**config.mk**
```make
export PLATFORM = sky130hd
export DESIGN_NAME = scratch_pad_bank_arbiter
export DESIGN_NICKNAME = d
export VERILOG_FILES = /design/src/rtl/scratch_pad_bank_arbiter_pkg.sv /design/src/rtl/scratch_pad_bank_arbiter_rr_arbiter.sv /design/src/rtl/scratch_pad_bank_arbiter.sv
export SDC_FILE = /design/constraint.sdc
export NUM_CORES = 1
export LEC_CHECK = 0
export BUFFER_PORTS_ARGS = -buffer_cell sky130_fd_sc_hd__buf_2
export CORE_AREA = 2 2 216 218
export DETAILED_ROUTE_END_ITERATION = 16
export DIE_AREA = 0 0 218 220
export MAX_ROUTING_LAYER = met4
export SYNTH_ARGS = -nofsm -noshare
export SYNTH_HDL_FRONTEND = slang
export SYNTH_SLANG_ARGS = --single-unit
```
**constraint.sdc**
```tcl
create_clock -name clk -period 7.13 [get_ports clk]
set_input_delay 0.3565 -clock clk [delete_from_list [all_inputs] [get_ports clk]]
set_output_delay 0.3565 -clock clk [all_outputs]
set_load 0.02 [all_outputs]
```
**src/rtl/scratch_pad_bank_arbiter_pkg.sv**
```systemverilog
// Shared scratch_pad constants and width helpers.
// The bank controller and its arbiter both import this package.
package scratch_pad_bank_arbiter_pkg;

  localparam int SP_PORTS          = 8;
  localparam int SP_WIDTH          = 32;
  localparam int SP_FRAGMENT_DEPTH = 512;
  localparam int SP_REORDER_DEPTH  = 32;
  localparam int SP_RAM_LATENCY    = 1;

  // Bits needed to index n items, never less than 1.
  function automatic int clog2_min1(input int n);
    return (n > 1) ? $clog2(n) : 1;
  endfunction

  function automatic int port_idx_width(input int ports);
    return clog2_min1(ports);
  endfunction

  localparam int SP_BANK_ADDR_WIDTH = clog2_min1(SP_FRAGMENT_DEPTH);
  localparam int SP_TAG_WIDTH       = clog2_min1(SP_REORDER_DEPTH);

endpackage

```
**src/rtl/scratch_pad_bank_arbiter_rr_arbiter.sv**
```systemverilog
// Round-robin arbiter: grants the first requester at or after the priority
// pointer, then moves the pointer one past the winner.
module rr_arbiter
  import scratch_pad_bank_arbiter_pkg::*;
#(
  parameter int  N  = SP_PORTS,
  localparam int IW = port_idx_width(N)
) (
  input  logic          clk,
  input  logic          rst,
  input  logic [0:N-1]  req,
  output logic [0:N-1]  grant,
  output logic [IW-1:0] grant_idx
);

  logic [IW-1:0] ptr_q;
  logic [IW-1:0] ptr_d;
  logic [0:N-1]  masked;
  logic          found;

  // Requests at or above the pointer win before the wrapped-around ones.
  for (genvar gi = 0; gi < N; gi++) begin : g_mask
    assign masked[gi] = req[gi] && (gi >= int'(ptr_q));
    assign grant[gi]  = found && (grant_idx == IW'(gi));
  end

  always_comb begin
    grant_idx = '0;
    found     = 1'b0;
    for (int i = 0; i < N; i++) begin
      if (!found && masked[i]) begin
        found     = 1'b1;
        grant_idx = IW'(i);
      end
    end
    for (int i = 0; i < N; i++) begin
      if (!found && req[i]) begin
        found     = 1'b1;
        grant_idx = IW'(i);
      end
    end
  end

  always_comb begin
    ptr_d = ptr_q;
    if (found) begin
      ptr_d = (int'(grant_idx) == N - 1) ? '0 : grant_idx + IW'(1);
    end
  end

  always_ff @(posedge clk or negedge rst) begin
    if (!rst) begin
      ptr_q <= '0;
    end else begin
      ptr_q <= ptr_d;
    end
  end

endmodule

```
**src/rtl/scratch_pad_bank_arbiter.sv**
```systemverilog
// Per-bank scratch_pad controller: round-robin access to one single-port RAM,
// tracking reads through the RAM pipeline and returning tagged read data.
module scratch_pad_bank_arbiter
  import scratch_pad_bank_arbiter_pkg::*;
#(
  parameter int  PORTS           = SP_PORTS,
  parameter int  WIDTH           = SP_WIDTH,
  parameter int  BANK_ADDR_WIDTH = SP_BANK_ADDR_WIDTH,
  parameter int  TAG_WIDTH       = SP_TAG_WIDTH,
  parameter int  RAM_LATENCY     = SP_RAM_LATENCY,
  localparam int PIW             = port_idx_width(PORTS)
) (
  input  logic                           clk,
  input  logic                           rst,
  input  logic [0:PORTS-1]               req_valid,
  input  logic [0:PORTS-1]               req_we,
  input  logic [PORTS*BANK_ADDR_WIDTH-1:0] req_addr,
  input  logic [PORTS*WIDTH-1:0]         req_d,
  input  logic [PORTS*TAG_WIDTH-1:0]     req_tag,
  output logic [0:PORTS-1]               req_ready,
  input  logic [0:PORTS-1]               rsp_stall,
  output logic                           ram_en,
  output logic                           ram_we,
  output logic [BANK_ADDR_WIDTH-1:0]     ram_addr,
  output logic [WIDTH-1:0]               ram_d,
  input  logic [WIDTH-1:0]               ram_q,
  output logic [0:PORTS-1]               rsp_valid,
  output logic [WIDTH-1:0]               rsp_q,
  output logic [TAG_WIDTH-1:0]           rsp_tag,
  output logic [31:0]                    conflict_count
);

  // Stage 0 is the issue stage; stages 1..LAST follow the RAM so that the
  // last one lines up with ram_q holding that access's data.
  localparam int LAST = RAM_LATENCY + 1;

  logic [0:PORTS-1]       eligible;
  logic [0:PORTS-1]       grant;
  logic [PIW-1:0]         grant_idx;
  logic                   any_grant;
  logic                   sel_we;
  logic                   multi_eligible;

  logic [BANK_ADDR_WIDTH-1:0] addr_a [PORTS];
  logic [WIDTH-1:0]           d_a    [PORTS];
  logic [TAG_WIDTH-1:0]       tag_a  [PORTS];

  logic                       ram_en_q, ram_en_d;
  logic                       ram_we_q, ram_we_d;
  logic [BANK_ADDR_WIDTH-1:0] ram_addr_q, ram_addr_d;
  logic [WIDTH-1:0]           ram_d_q, ram_d_d;

  logic                       pipe_vld_q  [0:LAST];
  logic [PIW-1:0]             pipe_port_q [0:LAST];
  logic [TAG_WIDTH-1:0]       pipe_tag_q  [0:LAST];

  logic [0:PORTS-1]           rsp_valid_q, rsp_valid_d;
  logic [WIDTH-1:0]           rsp_q_q, rsp_q_d;
  logic [TAG_WIDTH-1:0]       rsp_tag_q, rsp_tag_d;
  logic [31:0]                conflict_q, conflict_d;

  for (genvar gi = 0; gi < PORTS; gi++) begin : g_port
    assign eligible[gi] = req_valid[gi] && (req_we[gi] || !rsp_stall[gi]);
    assign addr_a[gi]   = req_addr[(PORTS-gi)*BANK_ADDR_WIDTH-1 -: BANK_ADDR_WIDTH];
    assign d_a[gi]      = req_d[(PORTS-gi)*WIDTH-1 -: WIDTH];
    assign tag_a[gi]    = req_tag[(PORTS-gi)*TAG_WIDTH-1 -: TAG_WIDTH];
    assign rsp_valid_d[gi] = pipe_vld_q[LAST] && (pipe_port_q[LAST] == PIW'(gi));
  end

  rr_arbiter #(.N(PORTS)) u_rr (
    .clk       (clk),
    .rst       (rst),
    .req       (eligible),
    .grant     (grant),
    .grant_idx (grant_idx)
  );

  assign req_ready      = grant;
  assign any_grant      = |grant;
  assign sel_we         = req_we[grant_idx];
  // Clearing the lowest set bit leaves something only when two or more are set.
  assign multi_eligible = |(eligible & (eligible - PORTS'(1)));

  always_comb begin
    ram_en_d   = any_grant;
    ram_we_d   = any_grant && sel_we;
    ram_addr_d = any_grant ? addr_a[grant_idx] : ram_addr_q;
    ram_d_d    = any_grant ? d_a[grant_idx] : ram_d_q;
    rsp_q_d    = pipe_vld_q[LAST] ? ram_q : rsp_q_q;
    rsp_tag_d  = pipe_vld_q[LAST] ? pipe_tag_q[LAST] : rsp_tag_q;
    conflict_d = (multi_eligible && (conflict_q != '1)) ? conflict_q + 32'd1 : conflict_q;
  end

  always_ff @(posedge clk or negedge rst) begin
    if (!rst) begin
      ram_en_q       <= 1'b0;
      ram_we_q       <= 1'b0;
      ram_addr_q     <= '0;
      ram_d_q        <= '0;
      pipe_vld_q[0]  <= 1'b0;
      pipe_port_q[0] <= '0;
      pipe_tag_q[0]  <= '0;
      rsp_valid_q    <= '0;
      rsp_q_q        <= '0;
      rsp_tag_q      <= '0;
      conflict_q     <= '0;
    end else begin
      ram_en_q       <= ram_en_d;
      ram_we_q       <= ram_we_d;
      ram_addr_q     <= ram_addr_d;
      ram_d_q        <= ram_d_d;
      pipe_vld_q[0]  <= any_grant && !sel_we;
      pipe_port_q[0] <= grant_idx;
      pipe_tag_q[0]  <= tag_a[grant_idx];
      rsp_valid_q    <= rsp_valid_d;
      rsp_q_q        <= rsp_q_d;
      rsp_tag_q      <= rsp_tag_d;
      conflict_q     <= conflict_d;
    end
  end

  for (genvar gi = 1; gi <= LAST; gi++) begin : g_pipe
    always_ff @(posedge clk or negedge rst) begin
      if (!rst) begin
        pipe_vld_q[gi]  <= 1'b0;
        pipe_port_q[gi] <= '0;
        pipe_tag_q[gi]  <= '0;
      end else begin
        pipe_vld_q[gi]  <= pipe_vld_q[gi-1];
        pipe_port_q[gi] <= pipe_port_q[gi-1];
        pipe_tag_q[gi]  <= pipe_tag_q[gi-1];
      end
    end
  end

  assign ram_en         = ram_en_q;
  assign ram_we         = ram_we_q;
  assign ram_addr       = ram_addr_q;
  assign ram_d          = ram_d_q;
  assign rsp_valid      = rsp_valid_q;
  assign rsp_q          = rsp_q_q;
  assign rsp_tag        = rsp_tag_q;
  assign conflict_count = conflict_q;

endmodule

```
== Word-level counts from Yosys, hierarchy flattened ==
Cells that the tools add are included.

* Register bits after elaboration: 150
* Input port bits: 426
* Output and inout bits: 128
* Logic and storage cells: 176

* Add/sub/neg operators: 3
* $lt $le $gt $ge: 8
* Eq/ne operators: 16
* Multiplexer cells: 44
* Bitwise operators: 2
* Reductions and logical operators: 85

{| class="wikitable"
|+ Operators by type and width
! kind !! number
|-
| $bmux W32 S3 || 1
|-
| $mux W32 || 2
|-
| $logic_and A1 B1 Y1 || 49
|-
| $mux W3 || 15
|-
| $add A32 B1 Y32 const B || 1
|-
| $ne A32 B32 Y1 const B || 1
|-
| $bmux W9 S3 || 1
|-
| $eq A3 B3 Y1 const B || 8
|-
| $logic_not A1 Y1 || 24
|-
| $mux W1 || 19
|-
| $mux W9 || 2
|-
| $reduce_or A8 Y1 || 2
|-
| $bmux W5 S3 || 1
|-
| $eq A3 B2 Y1 const B || 4
|-
| $mux W5 || 2
|-
| $eq A3 B1 Y1 const B || 3
|-
| $ge A3 B3 Y1 const A || 3
|-
| $and A8 B8 Y8 || 1
|-
| $logic_or A1 B1 Y1 || 8
|-
| $sub A8 B1 Y8 const B || 1
|-
| $ge A1 B3 Y1 const A || 2
|-
| $ge A2 B3 Y1 const A || 2
|-
| $logic_not A3 Y1 || 2
|-
| $ge A4 B4 Y1 const B || 1
|-
| other kinds (3) || 3
|}

== Longest topological paths before layout ==
Gate-level depths: netlist (run 1).

* Depth in word-level cells: 56
* Depth in mapped cells: 13
* Gate-level depth less buffers: 10

== Cells and area by module ==
A second synthesis (run 1) with hierarchy kept.

* Cell total of the unflattened synthesis: 689
* Area, all modules: 8,867.3 sq um

{| class="wikitable"
|+ Modules (own cells, without submodules)
! module !! times used !! cells an instance !! area an instance (sq um) !! seq. area each (sq um)
|-
| scratch_pad_bank_arbiter || 1 || 612 || 8,282.9 || 3,678.5
|-
| rr_arbiter || 1 || 77 || 584.3 || 75.1
|}

== Worst setup path after synthesis (run 1) ==
No wires, ideal clock.

* Path kind: input port to output port
* From: in req_we[5] (netlist bit)
* To: out req_ready[7] (netlist bit)
* Arrival time: 2.384 ns
* Required time: 6.773 ns
* Slack: 4.389 ns
* Stages: 11
* Buffers on the path: 3
* Cell sequence: nand2b_2 -> a22oi_2 -> nor2_1 -> o221ai_1 -> and2_1 -> buf_2 -> buf_4 -> buf_2 -> ha_1 -> ha_1 -> and2_1

* Cells in the longest elaborated chain, start to end: 37
* Elaborated cells on any way between the ends: 48
* Classes of those cells: eq/ne (1); mux (22); reduce/logical (25)

{| class="wikitable"
|+ Ends and longest elaborated chain
! element !! line !! text
|-
| from (decl) || scratch_pad_bank_arbiter.sv:16 || <nowiki>input logic [0:PORTS-1] req_we,</nowiki>
|-
| $logic_or A1 B1 Y1 (*) || scratch_pad_bank_arbiter.sv:63 || <nowiki>assign eligible[gi] = req_valid[gi] && (req_we[gi] || !rsp_stall[gi]);</nowiki>
|-
| $logic_and A1 B1 Y1 (*) || scratch_pad_bank_arbiter.sv:63 ||
|-
| $logic_and A1 B1 Y1 || scratch_pad_bank_arbiter_rr_arbiter.sv:23 || <nowiki>assign masked[gi] = req[gi] && (gi >= int'(ptr_q));</nowiki>
|-
| $logic_and A1 B1 Y1 || scratch_pad_bank_arbiter_rr_arbiter.sv:31 || <nowiki>if (!found && masked[i]) begin</nowiki>
|-
| $mux W1 || scratch_pad_bank_arbiter_rr_arbiter.sv:31 ||
|-
| $logic_not A1 Y1 || scratch_pad_bank_arbiter_rr_arbiter.sv:31 ||
|-
| $logic_and A1 B1 Y1 || scratch_pad_bank_arbiter_rr_arbiter.sv:31 ||
|-
| $mux W1 || scratch_pad_bank_arbiter_rr_arbiter.sv:31 ||
|-
| (+22 left out) || - ||
|-
| $logic_and A1 B1 Y1 || scratch_pad_bank_arbiter_rr_arbiter.sv:37 || <nowiki>if (!found && req[i]) begin</nowiki>
|-
| $mux W1 || scratch_pad_bank_arbiter_rr_arbiter.sv:37 ||
|-
| $logic_not A1 Y1 || scratch_pad_bank_arbiter_rr_arbiter.sv:37 ||
|-
| $logic_and A1 B1 Y1 || scratch_pad_bank_arbiter_rr_arbiter.sv:37 ||
|-
| $mux W3 (*) || scratch_pad_bank_arbiter_rr_arbiter.sv:37 ||
|-
| via grant_idx[1] || scratch_pad_bank_arbiter.sv:39 || <nowiki>logic [PIW-1:0] grant_idx;</nowiki>
|-
| $eq A3 B3 Y1 (*) || scratch_pad_bank_arbiter_rr_arbiter.sv:24 || <nowiki>assign grant[gi] = found && (grant_idx == IW'(gi));</nowiki>
|-
| $logic_and A1 B1 Y1 (*) || scratch_pad_bank_arbiter_rr_arbiter.sv:24 ||
|-
| to (decl) || scratch_pad_bank_arbiter.sv:20 || <nowiki>output logic [0:PORTS-1] req_ready,</nowiki>
|}

Mark *: on every way through the listed nets, which the timed path passes. The rest lies on a longest branch.

== Worst setup path after layout (run 1) ==
* From: reg u_rr.ptr_q[0]
* To: out req_ready[0] (netlist bit)

* Cells in the longest elaborated chain, start to end: 50
* Elaborated cells on any way between the ends: 77
* Classes of those cells: order compare (7); mux (31); reduce/logical (39)

{| class="wikitable"
|+ Ends and longest elaborated chain
! element !! line !! text
|-
| from (decl) || scratch_pad_bank_arbiter_rr_arbiter.sv:16 || <nowiki>logic [IW-1:0] ptr_q;</nowiki>
|-
| from (signal assigned) || scratch_pad_bank_arbiter_rr_arbiter.sv:55 || <nowiki>ptr_q <= ptr_d;</nowiki>
|-
| $ge A1 B3 Y1 || scratch_pad_bank_arbiter_rr_arbiter.sv:23 ||
|-
| $logic_and A1 B1 Y1 || scratch_pad_bank_arbiter_rr_arbiter.sv:23 ||
|-
| $mux W1 || scratch_pad_bank_arbiter_rr_arbiter.sv:31 ||
|-
| $logic_not A1 Y1 || scratch_pad_bank_arbiter_rr_arbiter.sv:31 ||
|-
| $logic_and A1 B1 Y1 || scratch_pad_bank_arbiter_rr_arbiter.sv:31 ||
|-
| $mux W1 || scratch_pad_bank_arbiter_rr_arbiter.sv:31 ||
|-
| $logic_not A1 Y1 || scratch_pad_bank_arbiter_rr_arbiter.sv:31 ||
|-
| $logic_and A1 B1 Y1 || scratch_pad_bank_arbiter_rr_arbiter.sv:31 ||
|-
| (+35 left out) || - ||
|-
| $logic_and A1 B1 Y1 || scratch_pad_bank_arbiter_rr_arbiter.sv:37 ||
|-
| $mux W1 || scratch_pad_bank_arbiter_rr_arbiter.sv:37 ||
|-
| $logic_not A1 Y1 || scratch_pad_bank_arbiter_rr_arbiter.sv:37 ||
|-
| $logic_and A1 B1 Y1 || scratch_pad_bank_arbiter_rr_arbiter.sv:37 ||
|-
| $mux W3 (*) || scratch_pad_bank_arbiter_rr_arbiter.sv:37 ||
|-
| via grant_idx[0] || scratch_pad_bank_arbiter.sv:39 ||
|-
| $logic_not A3 Y1 (*) || scratch_pad_bank_arbiter_rr_arbiter.sv:24 ||
|-
| $logic_and A1 B1 Y1 (*) || scratch_pad_bank_arbiter_rr_arbiter.sv:24 ||
|}

Marks and branches as above.

==> summary.md, run 1 <==
| Metric | Value |
|---|---|
| Critical path's largest stage delay | about 0.5 ns |
| Compound-Gate Fraction of Synth Area | roughly 18% |
| Nets@finish | 1815 |
| Mapped cell area | approximately 8900 um2 |
| Top cell type by total area after synthesis | dfrtp_1 |
| Initial antenna violation count | 18 |
| Sequential standard cell area | ~3800 um2 |
| Worst path slowest cell | clkinv_2 |
| Crit end category | primary output |
| Htree depth | 4 |
| Die Y | 220 um |
| CP top delay family | simple AND/OR/NAND/NOR gates |
| Final period util | about three fifths |
| DR DRC count | 0 |
| CTS tree | done |
| Max Cap Viol | 0 |
| Worst-Margin Slew | 1.13 ns |
| Detailed-route via count | between 9000 and 10000 |
| Filler Cell Count | 4915 |
| Critical path cell sequence | nand3b_4 > a211oi_2 > nor3_2 > and4_2 > buf_4 > nor2_2 > clkinv_2 > ha_1 > and3_1 > buf_2 |
| Max VDD drop | 0.000244 V |
| Vias/cell | 4.67 |
| Final setup violation count | 0 |
| Fraction of layout cells with a size suffix above 1 | 47.5% |
| Die X-Extent | ~220 um |
| RSZ-0062 raised after global routing | no |
| Setup TNS | 0 ns |
| Clk_skew | 0.0131 ns |
| Distinct cells, synth | 56 |
| Avg Inst Size Synth | 10.2 um2 |
| WL final | 41900 um |
| Final Max Slew Viols | 0 |
| Hold Buf Count CTS | 0 |
| Clk slew on worst S/H paths | 0.06 ns |
| Synth area leaders | dfrtp_1 (42%), mux2i_1 (13%), nand2_1 (6.1%) |
| CTS buffer count | 17 |
| CTS Buffer Depth | 2 |
| Clock sinks | 150 |
| GR Util All Layers | 17.4% |
| Routability cong. | between 0.9 and 1 |
| Worst Path Arrival | 3.78 ns |
| Synth top cells by count | dfrtp_1 (150), nand2_1 (146), mux2i_1 (118) |
| Status | completed |
| Most common cell in the netlist | dfrtp_1 |
| Setup Buffers After CTS | 0 |
| Adder-Cell Fraction of Synth Area | 1.09% |
| Final hold viol count | 0 |
| Area share of the largest cell type after synthesis | a little over two fifths |
| CP Max Fanout | 44 |
| Worst slew margin | 24.5% |
| CP required | 6.77 ns |
| Mux share of post-synthesis cell area | 18.7% |
| Starting Density | 19.4% |
| Setup CP Type | register to primary output |
| Sequential fraction of the synthesis area | between 40% and 50% |
| Worst Reg-to-Reg Cells | 10 |
| Max Fclk | 242 MHz |
| Initial DRC Count | just under 500 |
| Synth Net Count | 1303 |
| Largest net degree at the start of global routing | 91 |
| Row count | 79 |
| Gr ovfl total | 0 |
| Power density cells | 445 nW/um2 |
| Ports | 554 |
| Global-route wire length before repair | 59400 um |
| Vias in the first global route | 9459 |
| Multi-input gate area | 4810 um2 |
| Clock root cell | clkbuf_16 |
| Wire per inst | around 21 um |
| Pleak | 6.41 nW |
| Yosys warns | 0 |
| Final ANT Viol Nets | 0 |
| XOR/XNOR Fraction of Synth Area | under 10% |
| Post-synth EDFFs | 0 |
| Main synth FF type | dfrtp_1 |
| CP startpoint kind | register |
| Area delta synth->final | 44.7% |
| Power Total | 5.75 mW |
| Flops & latches, synth | 150 |
| FFs w/ async S/R, synth | 100% |
| Worst Path Buf+Inv | 3 |
| Port Buf Inserts | around 550 |
| Crit path depth | 10 |
| Post-CTS sizing | 0 |
| Fin area | ~13000 um2 |
| Die area | 48000 um2 |
| Final Critical Period | 4.14 ns |
| Hold WS | 0.00991 ns |
| DP HPWL | 32600 um |
| Core area | 45900 um2 |
| Skew-Pair Late Insertion Delay | approximately 0.45 ns |
| Hold crit path type | primary input to asynchronous set/reset pin |
| DP Area | 12200 um2 |
| Largest family of logic cells by synthesized area | multiplexers |
| Synth Instances | 870 |
| Post-Synth Simple-Gate Area | approximately 12% |
| 1st-pass router iterations | 5 |
## worst reg2reg max path, delay by kind of cell, from the launching register on
kind                   cells  cell delay (ns)
and+or+nand+nor            3             0.52
buffers and inverters      3             1.47
AOI/OAI and AO/OA          4             1.42
DFF                        1             0.47
## final cells by class
type                       count  area share, %
antenna                       16          0.310
clock buffer                  18           3.40
clock inverter                13           1.52
inverter                       9          0.281
multi-input combinational    639           37.3
sequential                   150           29.1
tap                          607           5.89
timing repair buffer         565           22.2
## cell families (layout without fill, tap and decap cells)
logic type                 Yosys count  in the layout
AOI/OAI and AO/OA                  204            204
xor gates and xnor gates            30             30
adders and majority gates            8              8
buffers and inverters               81            605
DFF                                150            150
muxes                              161            161
other                                0             16
and+or+nand+nor                    236            236
## registers in the layout, summed over array words and instances, names as in the netlist
name and cells:
pipe_vld_q 3, pipe_tag_q 15, rsp_tag 5, ram_en 1, rsp_valid 8, pipe_port_q 9, ram_d 32, u_rr.ptr_q 3
conflict_count 32, ram_we 1, rsp_q 32, ram_addr 9
## per-stage QoR
step / util (%) / instances / setup WS [ns]
after floorplan: - / 870 / 4.39
after global placement: 26.7 / 1970 / 2.89
after detailed placement: 26.7 / 1970 / 2.85
after CTS: 28.0 / 2001 / 2.86
after global routing: 28.1 / 2016 / 2.75
final: 28.1 / 2017 / 2.99
## layout by cell type, fill, tap and decap left out, drive strengths merged, types with 16 or more instances in the layout
cell / instances
buf: 565
dfrtp: 150
nand2: 146
mux2i: 118
o22ai: 44
mux2: 43
a211oi: 43
a32oi: 42
a221o: 41
xnor2: 28
and3: 20
nand3: 19
clkbuf: 18
diode: 16
## routing by layer
metal	global-route usage, %	share of wire, %	wire, um	vias to the layer above
met5	-	0	0	-
met4	9.48	4.5	1880	0
met3	4.44	7.3	3040	71
met2	29.1	49	20600	465
met1	19.1	39	16500	4550
li1	-	-	-	4341
## worst paths after layout
check                               start                end  slack, ns
min reg2reg                pipe_port_q[7]     pipe_port_q[4]       0.35
max reg2reg                 u_rr.ptr_q[0]        ram_addr[7]       3.15
max                         u_rr.ptr_q[0]       req_ready[0]       2.99
max in group asynchronous             rst          rsp_q[14]       5.73
min in group clk                ram_q[18]          rsp_q[18]       0.15
min                                   rst  conflict_count[5]       0.01
## power by group
group          internal [mW]  switching [mW]
Sequential              1.22           0.258
Clock                  0.600           0.401
Combinational           1.31            1.96
Note: power is estimated with default switching activity, not from simulation.
==> inputs of run 2 (changes only) <==
==> constraint.sdc (replaced) <==
create_clock -name clk -period 3.3 [get_ports clk]
set_input_delay 0.165 -clock clk [delete_from_list [all_inputs] [get_ports clk]]
set_output_delay 0.165 -clock clk [all_outputs]
set_load 0.02 [all_outputs]
==> run 2 against run 1 <==
Routed wire length is 2.7% higher. Power is 130% higher. Final cell count up 2.5%. Critical path depth grew 1. Die area is the same. Clock power is 120% higher. Clock-buffer cell count up 1. Sequential power grew 120%. Via count rose by 3.2%. Critical endpoint is now req_ready[7].
==> summary.md, run 2 (synthesis results as in run 1) <==
| Metric | Value |
|---|---|
| Hold path endpoint | ram_d[12] |
| CTS Buffer Depth | 2 (unchanged) |
| DP HPWL | 33900 um (+3.9%) |
| Hold path startpoint | req_d[76] |
| Final setup violation count | 0 (unchanged) |
| Detailed-route via count | 9733 (+3.2%) |
| Final WS setup | 0.162 ns (-2.83 ns) |
| Max VDD drop | 0.000444 V (+82%) |
| Dpl ws | 0.316 ns (-2.53 ns) |
| Reg2reg end | ram_d[3] |
| Reg-to-reg startpoint | u_rr.ptr_q[0] |
| Initial antenna violation count | 15 (-3) |
| WHS Path Cells | 4 |
| Most common cell after layout, fill and taps aside | buf_2 |
| Clock root cell | clkbuf_16 |
| Clk slew on worst S/H paths | 0.07 ns (about the same) |
| Die Y | 220 um (unchanged) |
| Filler Cell Count | 4831 (-1.7%) |
| Max Cap Viol | 0 (unchanged) |
| Core area | 45900 um2 (unchanged) |
| Vias/cell | 4.71 (+0.70%) |
| Final Max Slew Viols | 0 (unchanged) |
| Port Buf Inserts | 553 (unchanged) |
| Largest net degree at the start of global routing | 80 (-12%) |
| Setup CP Type | register to primary output |
| Starting Density | 19.4% (unchanged) |
| Hold WS | 0.124 ns (+0.114 ns) |
| Hold crit path type | primary input to register |
| Worst-Margin Slew | 0.899 ns (-0.231 ns) |
| Row count | 79 (unchanged) |
| Crit end category | primary output |
| Gr ovfl total | 0 (unchanged) |
| CP Max Fanout | 7 (-84%) |
| Fin area | 13600 um2 (+5.2%) |
| Wire per inst | 20.8 um (+0.15%) |
| CP startpoint kind | register |
| Fraction of layout cells with a size suffix above 1 | 47.4% (-0.077 points) |
| Routability cong. | 0.948 (+3.3%) |
| Sequential standard cell area | 3760 um2 (about the same) |
| Final Critical Period | 3.14 ns |
| Die X-Extent | 218 um (unchanged) |
| Vias in the first global route | 9825 (+3.9%) |
| Pleak | 6.73 nW (+4.9%) |
| DR DRC count | 0 (unchanged) |
| Clk_skew | 0.0200 ns (+0.00686 ns) |
| Ports | 554 (unchanged) |
| Power Total | 13.0 mW (+130%) |
| WL final | 43100 um (+2.7%) |
| Status | completed |
| Power density cells | 956 nW/um2 (+110%) |
| Final period util | 95.1% |
| Final hold viol count | 0 (unchanged) |
| Die area | 48000 um2 (unchanged) |
| Skew-Pair Late Insertion Delay | 0.46 ns (about the same) |
| CTS buffer count | 17 (unchanged) |
| GR Util All Layers | 17.8% (+0.31 points) |
| Nets@finish | 1869 (+3.0%) |
| Area delta synth->final | 52.2% |
| Most frequent cells in the layout | buf_2 (552), dfrtp_1 (147), nand2_1 (146), mux2i_1 (118) |
| Htree depth | 4 (unchanged) |
| DP Area | 12500 um2 (+2.3%) |
| Final ANT Viol Nets | 0 (unchanged) |
| R2R Setup Slk | 0.40 ns (-2.75 ns) |
| Worst Reg-to-Reg Cells | 9 (-1) |
| 1st-pass router iterations | 5 (unchanged) |
| RSZ-0062 raised after global routing | yes |
| Multi-input gate area | 4830 um2 (+0.42%) |
| Global-route wire length before repair | 60400 um (+1.7%) |
| Initial DRC Count | 458 (-5.2%) |
| CP required | 3.13 ns (-3.64 ns) |
| CTS tree | done |
| Worst slew margin | 40.1% (+16 points) |
| Worst Path Arrival | 2.97 ns (-0.81 ns) |
| Max Fclk | ~320 MHz |
| Clock sinks | 150 (unchanged) |
-- run 2: final cells by class --
| cell class | instances | area share, % |
|---|---|---|
| timing repair buffer | 619 | 25.7 |
| multi-input combinational | 639 | 35.6 |
| antenna | 12 | 0.221 |
| inverter | 9 | 0.267 |
| sequential | 150 | 27.7 |
| tap | 607 | 5.60 |
| clock buffer | 19 | 3.26 |
| clock inverter | 13 | 1.61 |
-- run 2: worst max-delay path by stage --
stage               slack, ns          start      endpoint
floorplan                0.88  u_rr.ptr_q[1]  req_ready[7]
global placement         0.38  u_rr.ptr_q[1]   ram_addr[7]
detailed placement       0.32  u_rr.ptr_q[1]      ram_d[0]
CTS                      0.03  u_rr.ptr_q[0]  req_ready[4]
global route            -0.02  u_rr.ptr_q[0]  req_ready[4]
finish                   0.16  u_rr.ptr_q[0]  req_ready[7]
-- run 2: worst max-delay path: stages, from the launching register on --
cell	delay, ns
dfrtp_1	0.49
o21ai_1	0.11
a31oi_2	0.19
nor2_1	0.11
nor3_2	0.29
and4_2	0.32
nor2_2	0.06
buf_4	0.17
ha_1	0.24
ha_1	0.23
and2_1	0.15
buf_2	0.17
-- run 2: what timing repair did --
action	4_1_cts	5_1_grt
resized for setup	0	6
hold buffers	33	0
endpoints found under the hold margin	109	0
endpoints found under the setup margin	0	6
setup buffers	0	2
-- run 2: power breakdown --
part	internal, mW	total, mW	switching [mW]
clock network	1.38	2.24	0.864
logic	3.16	7.53	4.37
registers	2.64	3.20	0.561
total	7.18	13.0	5.79
-- run 2: metrics by stage --
stage / util [%] / cells / setup TNS (ns)
after global routing: 29.6 / 2068 / -0.0262
after CTS: 29.4 / 2054 / 0
after detailed placement: 27.3 / 1989 / 0
after global placement: 27.3 / 1989 / 0
after floorplan: - / 870 / 0
final: 29.6 / 2068 / 0
-- run 2: layer usage --
layer,vias to the layer above,GRT usage [%],wire [um]
met1,4732,19.2,16700
met3,57,4.04,3150
met2,497,30.8,21800
li1,4447,-,-
met4,0,8.41,1370
met5,-,-,0
